### src/rtl/shift_collect_8_if.sv
// ============================================================================
//  shift_collect_8_if
//  Serial-bit input and byte-output handshake bundle for shift_collect_8.
//  Rev 1.0
// ============================================================================
`default_nettype none

interface shift_collect_8_if;
  logic       start;
  logic       shift_in;
  logic       shift_en;
  logic       ready;
  logic       clr_err;
  logic [7:0] data_out;
  logic       valid;
  logic       busy;
  logic       overrun;

  modport master (
    output start, shift_in, shift_en, ready, clr_err,
    input  data_out, valid, busy, overrun
  );

  modport slave (
    input  start, shift_in, shift_en, ready, clr_err,
    output data_out, valid, busy, overrun
  );
endinterface

`default_nettype wire

### src/rtl/shift_collect_8.sv
// ============================================================================
//  shift_collect_8
//  LSB-first serial-to-byte collector with a single holding register,
//  Valid/Ready output handshake and sticky overrun flag.
//  Rev 1.0
// ============================================================================
`default_nettype none

module shift_collect_8 (
  input  logic            clk,
  input  logic            reset_n,
  shift_collect_8_if.slave bus
);

  typedef enum logic [0:0] {
    IDLE = 1'b0,
    RECV = 1'b1
  } state_t;

  state_t     state, state_nxt;
  logic [7:0] sr, sr_nxt;
  logic [2:0] cnt, cnt_nxt;
  logic [7:0] hold;
  logic       valid;
  logic       overrun;
  logic       byte_done;

  always_ff @(posedge clk or negedge reset_n) begin
    if (!reset_n) begin
      state <= IDLE;
      sr    <= 8'h00;
      cnt   <= 3'd0;
    end else begin
      state <= state_nxt;
      sr    <= sr_nxt;
      cnt   <= cnt_nxt;
    end
  end

  // Start has priority over a coincident shift, in either state.
  always_comb begin
    state_nxt = state;
    sr_nxt    = sr;
    cnt_nxt   = cnt;
    byte_done = 1'b0;
    if (bus.start) begin
      state_nxt = RECV;
      cnt_nxt   = 3'd0;
    end else if (state == RECV && bus.shift_en) begin
      sr_nxt  = {bus.shift_in, sr[7:1]};
      cnt_nxt = cnt + 3'd1;
      if (cnt == 3'd7) begin
        byte_done = 1'b1;
        state_nxt = IDLE;
      end
    end
  end

  // A completing byte may replace the held one only if it is consumed this edge.
  always_ff @(posedge clk or negedge reset_n) begin
    if (!reset_n) begin
      hold    <= 8'h00;
      valid   <= 1'b0;
      overrun <= 1'b0;
    end else begin
      if (byte_done) begin
        if (!valid || bus.ready) begin
          hold  <= sr_nxt;
          valid <= 1'b1;
        end else begin
          overrun <= 1'b1;
        end
      end else if (valid && bus.ready) begin
        valid <= 1'b0;
      end

      if (!(byte_done && valid && !bus.ready) && bus.clr_err) begin
        overrun <= 1'b0;
      end
    end
  end

  assign bus.data_out = hold;
  assign bus.valid    = valid;
  assign bus.busy     = (state == RECV);
  assign bus.overrun  = overrun;

endmodule

`default_nettype wire
### src/flat_wrapper.sv
// flat-port wrapper written by rule: the top's interface ports become plain ports
module shift_collect_8_flat 
  (clk, reset_n, bus_start, bus_shift_in, bus_shift_en, bus_ready, bus_clr_err, bus_data_out, bus_valid, bus_busy, bus_overrun);
  shift_collect_8_if bus_i ();
  input  logic clk;
  input  logic reset_n;
  input wire logic [$bits(bus_i.start)-1:0] bus_start;
  input wire logic [$bits(bus_i.shift_in)-1:0] bus_shift_in;
  input wire logic [$bits(bus_i.shift_en)-1:0] bus_shift_en;
  input wire logic [$bits(bus_i.ready)-1:0] bus_ready;
  input wire logic [$bits(bus_i.clr_err)-1:0] bus_clr_err;
  output wire logic [$bits(bus_i.data_out)-1:0] bus_data_out;
  output wire logic [$bits(bus_i.valid)-1:0] bus_valid;
  output wire logic [$bits(bus_i.busy)-1:0] bus_busy;
  output wire logic [$bits(bus_i.overrun)-1:0] bus_overrun;
  assign bus_i.start = bus_start;
  assign bus_i.shift_in = bus_shift_in;
  assign bus_i.shift_en = bus_shift_en;
  assign bus_i.ready = bus_ready;
  assign bus_i.clr_err = bus_clr_err;
  assign bus_data_out = bus_i.data_out;
  assign bus_valid = bus_i.valid;
  assign bus_busy = bus_i.busy;
  assign bus_overrun = bus_i.overrun;
  shift_collect_8 u_core (.clk(clk), .reset_n(reset_n), .bus(bus_i));
endmodule
### config.mk
export PLATFORM = sky130hd
export DESIGN_NAME = shift_collect_8_flat
export DESIGN_NICKNAME = d
export VERILOG_FILES = /design/src/rtl/shift_collect_8_if.sv /design/src/rtl/shift_collect_8.sv /design/src/flat_wrapper.sv
export SDC_FILE = /design/constraint.sdc
export NUM_CORES = 1
export LEC_CHECK = 0
export CORE_MARGIN = 2
export CORE_UTILIZATION = 34
export DETAILED_ROUTE_END_ITERATION = 7
export PLACE_DENSITY = 0.64
export SETUP_SLACK_MARGIN = 0.2
export SYNTH_ARGS = -nofsm -noshare
export SYNTH_HDL_FRONTEND = slang
export SYNTH_SLANG_ARGS = --single-unit
### constraint.sdc
create_clock -name clk -period 2.89 [get_ports clk]
set_input_delay 0.7225 -clock clk [delete_from_list [all_inputs] [get_ports clk]]
set_output_delay 0.7225 -clock clk [all_outputs]
set_load 0.01 [all_outputs]
==> results of run 1 <==
-- cell usage after synthesis --
| master | number |
|---|---|
| dfrtp_1 | 21 |
| mux2_2 | 15 |
| nand2_1 | 6 |
| a21oi_1 | 2 |
| ha_1 | 2 |
| nand3_1 | 2 |
| a21o_2 | 1 |
| and3b_1 | 1 |
| buf_6 | 1 |
| inv_1 | 1 |
| nand2b_1 | 1 |
| nand3_4 | 1 |
| nor2_1 | 1 |
| o22ai_1 | 1 |
| xor2_1 | 1 |
-- power by group through the flow --
stage | Combinational (mW) | Sequential, mW | Clock, mW
finish | 0.0653 | 0.362 | 0.138
global route | 0.0742 | 0.368 | 0.160
CTS | 0.0671 | 0.362 | 0.145
detailed placement | 0.0667 | 0.368 | 0
global placement | 0.0650 | 0.368 | 0
floorplan | 0.0457 | 0.358 | 0
-- cell type report --
cell class,instances,area share [%]
flip-flops and latches,21,49.4
multi-input cells,34,27.8
repair buffers,18,16.7
well taps,28,3.29
clock buffers,4,2.47
inverters,1,0.353
-- cell usage in the layout (no fill, tap or decap) --
cell type	n
nand3_4	1
clkdlybuf4s50_1	17
inv_1	1
a21oi_1	2
xor2_1	1
clkbuf_4	3
nand3_1	2
mux2_2	15
and3b_1	1
ha_1	2
dfrtp_1	21
a21o_2	1
nand2_1	6
clkbuf_1	1
o22ai_1	1
nand2b_1	1
nor2_1	1
buf_4	1
-- worst paths after layout --
| path | depth (start not counted) | end | slack [ns] |
|---|---|---|---|
| worst min-delay path | 1 | u_core.bus.data_out[0] | 0.51 |
| worst max register to register | 3 | u_core.bus.data_out[1] | 1.38 |
| min in group asynchronous | 2 | u_core.bus.data_out[6] | 0.75 |
| worst max-delay path | 4 | u_core.bus.data_out[1] | 0.85 |
| max in group asynchronous | 2 | u_core.bus.data_out[1] | 1.93 |
| worst min register to register | 1 | u_core.bus.data_out[0] | 0.51 |
-- stage by stage --
stage	setup WS [ns]	power (mW)
finish	0.854	0.565
detailed placement	0.520	0.435
global route	0.760	0.602
global placement	0.558	0.433
CTS	0.835	0.574
floorplan	1.30	0.403
-- state kept, by name, indices dropped and copies added, names as in the netlist --
register             count
u_core.bus.data_out      8
u_core.sr                7
u_core.cnt               3
u_core.bus.busy          1
u_core.bus.overrun       1
u_core.bus.valid         1
-- cell families (layout without fill, tap and decap cells) --
logic type	after synthesis	count (layout)	share of synthesized area (%)
compound gates	4	4	2.99
buf+inv	2	23	1.79
mux	15	15	20.2
fa+ha+maj	2	2	2.99
xor+xnor	1	1	1.05
simple gates	12	12	8.22
flops	21	21	62.8
-- critical path, stage by stage --
cell and delay, ns:
clkdlybuf4s50_1 0.54, and3b_1 0.44, nand3_4 0.20, mux2_2 0.32
-- per-layer routing --
layer	track usage, %	routed length, um	vias up	part of all wire, %
li1	-	-	240	-
met1	14.1	571	239	45
met2	15.6	604	13	48
met3	5.00	70	2	5.6
met4	3.85	10	0	0.80
met5	0	0	-	0
==> summary.md, run 1 <==
| Metric | Value |
|---|---|
| Max-cap viol count | `0` |
| # setup viols final | `0` |
| RSZ-0062 raised after global routing | `no` |
| Largest area contributor in the netlist | `dfrtp_1` |
| Post-DP Area | `0.00104 sq mm` |
| RePlAce Congestion | `0.668` |
| Root Driver | `clkbuf_4` |
| Initial antenna violation count | `0` |
| Comb power frac | `11.6%` |
| Final hold slack | `0.512 ns` |
| Clk pwr share | `24.3%` |
| Vias | `494` |
| HP Class | `flip-flop to flip-flop` |
| Yosys warns | `0` |
| Crit. End Element | `flip-flop` |
| Largest net degree at the start of global routing | `22` |
| CTS Buf Count | `3` |
| Finished Layout Cells | `106` |
| Placed Cells | `102` |
| Synth-to-Final Area Change | `27.2%` |
| Setup Skew | `0.00105 ns` |
| Final Cycle Share | `70.5%` |
| # nets final | `88` |
| Die area | `0.00287 sq mm` |
| Vias/cell | `4.66` |
| Crit path arrival time | `2.23 ns` |
| Internal Pwr Total | `0.430 mW` |
| Starting Density | `36.8%` |
| Max Buffers Root-to-Sink | `2` |
| Fillers | `209` |
| Synth top area cells | `dfrtp_1 (63%), mux2_2 (20%), ha_1 (3.0%), nand2_1 (2.7%), nand3_4 (2.1%)` |
| IR drop worst, VDD | `342 uV` |
| WL final | `1260 um` |
| Leakage | `0.488 nW` |
| Drt pass-1 iters | `4` |
| Global route overflow | `0` |
| Final Hold Viols | `0` |
| Multi-input logic area | `297 sq um` |
| Cts hold-fix bufs | `0` |
| Post-synth cell types | `15` |
| Kind of critical path | `input pin to flip-flop` |
| Pwr dens | `531 mW/mm^2` |
| GRT Overall Usage | `10.8%` |
| Layout cells sized above 1 | `26.9%` |
| Critical path origin | `bus_shift_en` |
| Status | `finished clean` |
| Initial DRC Count | `3` |
| Seq/Total Area, Yosys | `62.8%` |
| Final Max Tran Viols | `0` |
| Sequential share of power | `64.1%` |
| Fin Setup TNS | `0 ns` |
| # IOs | `18` |
| Cts repair resizes | `0` |
| Least-Margin Pin Slew | `0.414 ns` |
| Post CTS Setup Buffer Count | `0` |
| Core ar. | `0.00228 sq mm` |
| ANT nets after route | `0` |
| Global-route wire length before repair | `2120 um` |
| Sw power | `0.135 mW` |
| DRC Markers | `0` |
| Reg-to-reg startpoint | `u_core.bus.busy` |
| Detailed Place HPWL | `925 um` |
| Clk_lat worst skew | `0.30 ns` |
| Max_slew headroom | `72.4%` |
| Required time of the critical path | `3.08 ns` |
| Count of port buffers added during placement | `17` |
| Mapped Cells | `57` |
| Reg area | `526 sq um` |
| Vias in the first global route | `453` |
| Syn avg cell area | `14.7 sq um` |
| CTS clk-pin slew, worst paths | `0.11 ns` |
| CP Launch Type | `input pin` |
| Sw Ratio | `23.8%` |
| Syn Nets | `66` |
| Max Fanout on Critical Path | `9` |
| Std-Cell Rows | `17` |
| CTS H-tree depth | `1` |
| Hold Crit Start | `u_core.sr[1]` |
| TritonCTS clock tree | `done` |
| Die Y | `53.6 um` |
| Clock sink count | `21` |
| Antenna fix cells | `0` |
| Final Util | `46.8%` |
| Die X | `53.6 um` |
| Fin crit period | `2.04 ns` |
| Number of synthesized register bits | `21` |
| DR WL/cell | `11.9 um` |
| Mapped Area | `837 sq um` |
| Fin area | `0.00106 sq mm` |
| Synth top area share | `62.8%` |
| Fmax | `0.491 GHz` |
Power figures use the tool's default switching activity.
==> run 2: changes to the inputs <==
clock period = 2.1 ns   (was 2.89 ns; I/O delays follow)
==> summary.md, run 2 (synthesis gave the netlist of run 1 again) <==
| Metric | Value |
|---|---|
| Std-Cell Rows | `17 (unchanged)` |
| # setup viols final | `0 (unchanged)` |
| Max Buffers Root-to-Sink | `2 (unchanged)` |
| Sw power | `0.187 mW (+39%)` |
| Placed Cells | `104 (+2.0%)` |
| Final Util | `47.5% (+0.71 points)` |
| CTS Buf Count | `3 (unchanged)` |
| Leakage | `0.501 nW (+2.6%)` |
| Core ar. | `0.00228 sq mm (unchanged)` |
| Worst path slowest cell | `clkdlybuf4s50_1` |
| Hold Crit Start | `u_core.bus.data_out[5]` |
| TritonCTS clock tree | `done` |
| CTS H-tree depth | `1 (unchanged)` |
| Starting Density | `36.8% (unchanged)` |
| HP Class | `flip-flop to flip-flop` |
| Drt pass-1 iters | `2 (-2)` |
| Post CTS Setup Buffer Count | `0 (unchanged)` |
| Pwr dens | `720 mW/mm^2 (+36%)` |
| Die area | `0.00287 sq mm (unchanged)` |
| Clk pwr share | `24.4% (about the same)` |
| Global-route wire length before repair | `2150 um (+1.3%)` |
| Vias | `519 (+5.1%)` |
| Hold EP | `u_core.bus.data_out[5]` |
| Root Driver | `clkbuf_4` |
| CP Launch Type | `flip-flop` |
| Vias/cell | `4.81 (+3.1%)` |
| Critical path origin | `u_core.bus.busy` |
| Max_slew headroom | `82.2% (+9.8 points)` |
| Internal Pwr Total | `0.591 mW (+37%)` |
| Vias in the first global route | `530 (+17%)` |
| Antenna fix cells | `0 (unchanged)` |
| Final Hold Viols | `0 (unchanged)` |
| RSZ-0062 raised after global routing | `no` |
| Max Fanout on Critical Path | `6 (-3)` |
| CP peak stage delay | `0.56 ns (+0.02 ns)` |
| WHS Path Cells | `1 (unchanged)` |
| # nets final | `90 (+2.3%)` |
| Final Max Tran Viols | `0 (unchanged)` |
| Clock sink count | `21 (unchanged)` |
| Least-Margin Pin Slew | `0.267 ns (-0.148 ns)` |
| Finished Layout Cells | `108 (+1.9%)` |
| R2r endpoint | `u_core.bus.data_out[7]` |
| Fmax | `0.549 GHz` |
| Sequential share of power | `63.7% (-0.4 points)` |
| Die X | `53.6 um (unchanged)` |
| Sw Ratio | `24.0% (+0.19 points)` |
| Largest net degree at the start of global routing | `22 (unchanged)` |
| Layout cells sized above 1 | `30.0% (+3.1 points)` |
| Max-cap viol count | `0 (unchanged)` |
| Crit. End Element | `primary output` |
| Crit path arrival time | `1.30 ns (-0.93 ns)` |
| CTS clk-pin slew, worst paths | `0.11 ns (about the same)` |
| Final hold slack | `0.517 ns (+0.00445 ns)` |
| Status | `finished clean` |
| Fin area | `0.00108 sq mm (+1.5%)` |
| Required time of the critical path | `1.57 ns (-1.51 ns)` |
| GRT Overall Usage | `10.4% (-0.41 points)` |
| RePlAce Congestion | `0.736 (+10%)` |
| Global route overflow | `0 (unchanged)` |
| Cts repair resizes | `0 (unchanged)` |
| Setup Skew | `0.00941 ns (+0.00836 ns)` |
| Reg-to-reg startpoint | `u_core.cnt[0]` |
| Crit path max-delay family | `buffers and inverters` |
| Clk_lat worst skew | `0.30 ns (about the same)` |
| Post-DP Area | `0.00105 sq mm (+1.4%)` |
| DRC Markers | `0 (unchanged)` |
| ANT nets after route | `0 (unchanged)` |
| Synth-to-Final Area Change | `29.1%` |
| Worst Path Buf+Inv | `1 (unchanged)` |
| Most frequent cells in the layout | `dfrtp_1 (21), clkdlybuf4s50_1 (17), mux2_2 (15), nand2_1 (6)` |
| Detailed Place HPWL | `944 um (+2.0%)` |
| Crit path cell chain | `clkdlybuf4s50_1` |
| Initial DRC Count | `3 (unchanged)` |
| R2r setup slk | `0.66 ns (-0.72 ns)` |
| Kind of critical path | `flip-flop to primary output` |
| FF-to-FF path depth | `4 (+1)` |
| WL final | `1230 um (-2.2%)` |
| DR WL/cell | `11.4 um (-4.0%)` |
| IR drop worst, VDD | `454 uV (+33%)` |
| Die Y | `53.6 um (unchanged)` |
| Max reg flops | `8 (unchanged)` |
| Fin crit period | `1.82 ns` |
| Commonest non-fill, non-tap cell in the layout | `dfrtp_1` |
| Comb power frac | `11.9% (+0.3 points)` |
| Initial antenna violation count | `0 (unchanged)` |
| # IOs | `18 (unchanged)` |
| Cts hold-fix bufs | `0 (unchanged)` |
| Final Cycle Share | `86.7%` |
| Fin Setup TNS | `0 ns (unchanged)` |
| Count of port buffers added during placement | `17 (unchanged)` |
## run 2: changes by cell type in the layout (fill, tap and decap cells not counted), sizes merged
cell,change
buf,+2
clkbuf,-1
clkinv,+1
## run 2: power groups by stage
stage	Combinational (mW)	Sequential [mW]	Clock, mW
finish	0.0926	0.495	0.190
global route	0.100	0.506	0.218
CTS	0.0949	0.498	0.197
detailed placement	0.0949	0.506	0
global placement	0.0913	0.506	0
floorplan	0.0629	0.492	0
## run 2: worst max-delay path by stage
stage	endpoint	cells past startpoint
2_1_floorplan	u_core.bus.data_out[0]	4
5_1_grt	bus_busy	1
6_report	bus_busy	1
3_5_place_dp	u_core.sr[2]	4
3_3_place_gp	u_core.sr[1]	4
4_1_cts	bus_busy	1
## run 2: stage by stage
step	total power, mW	worst slack (ns)
CTS	0.790	0.266
detailed placement	0.601	0.125
floorplan	0.555	0.710
global route	0.824	0.201
global placement	0.597	0.154
finish	0.778	0.279
## run 2: layer usage
| metal | vias to the layer above | track usage (%) | wire (um) | part of all wire [%] |
|---|---|---|---|---|
| met5 | - | 0 | 0 | 0 |
| met4 | 0 | 3.85 | 21 | 1.7 |
| li1 | 245 | - | - | - |
| met1 | 260 | 11.8 | 548 | 45 |
| met2 | 12 | 18.5 | 598 | 49 |
| met3 | 2 | 2.78 | 61 | 5.0 |
## run 2: cell type report
class | count | area (sq um)
fillers | 217 | 1190
flip-flops and latches | 21 | 526
multi-input cells | 34 | 297
repair buffers | 20 | 193
well taps | 28 | 35.0
clock buffers | 3 | 22.5
clock inverters | 1 | 5.00
inverters | 1 | 3.75
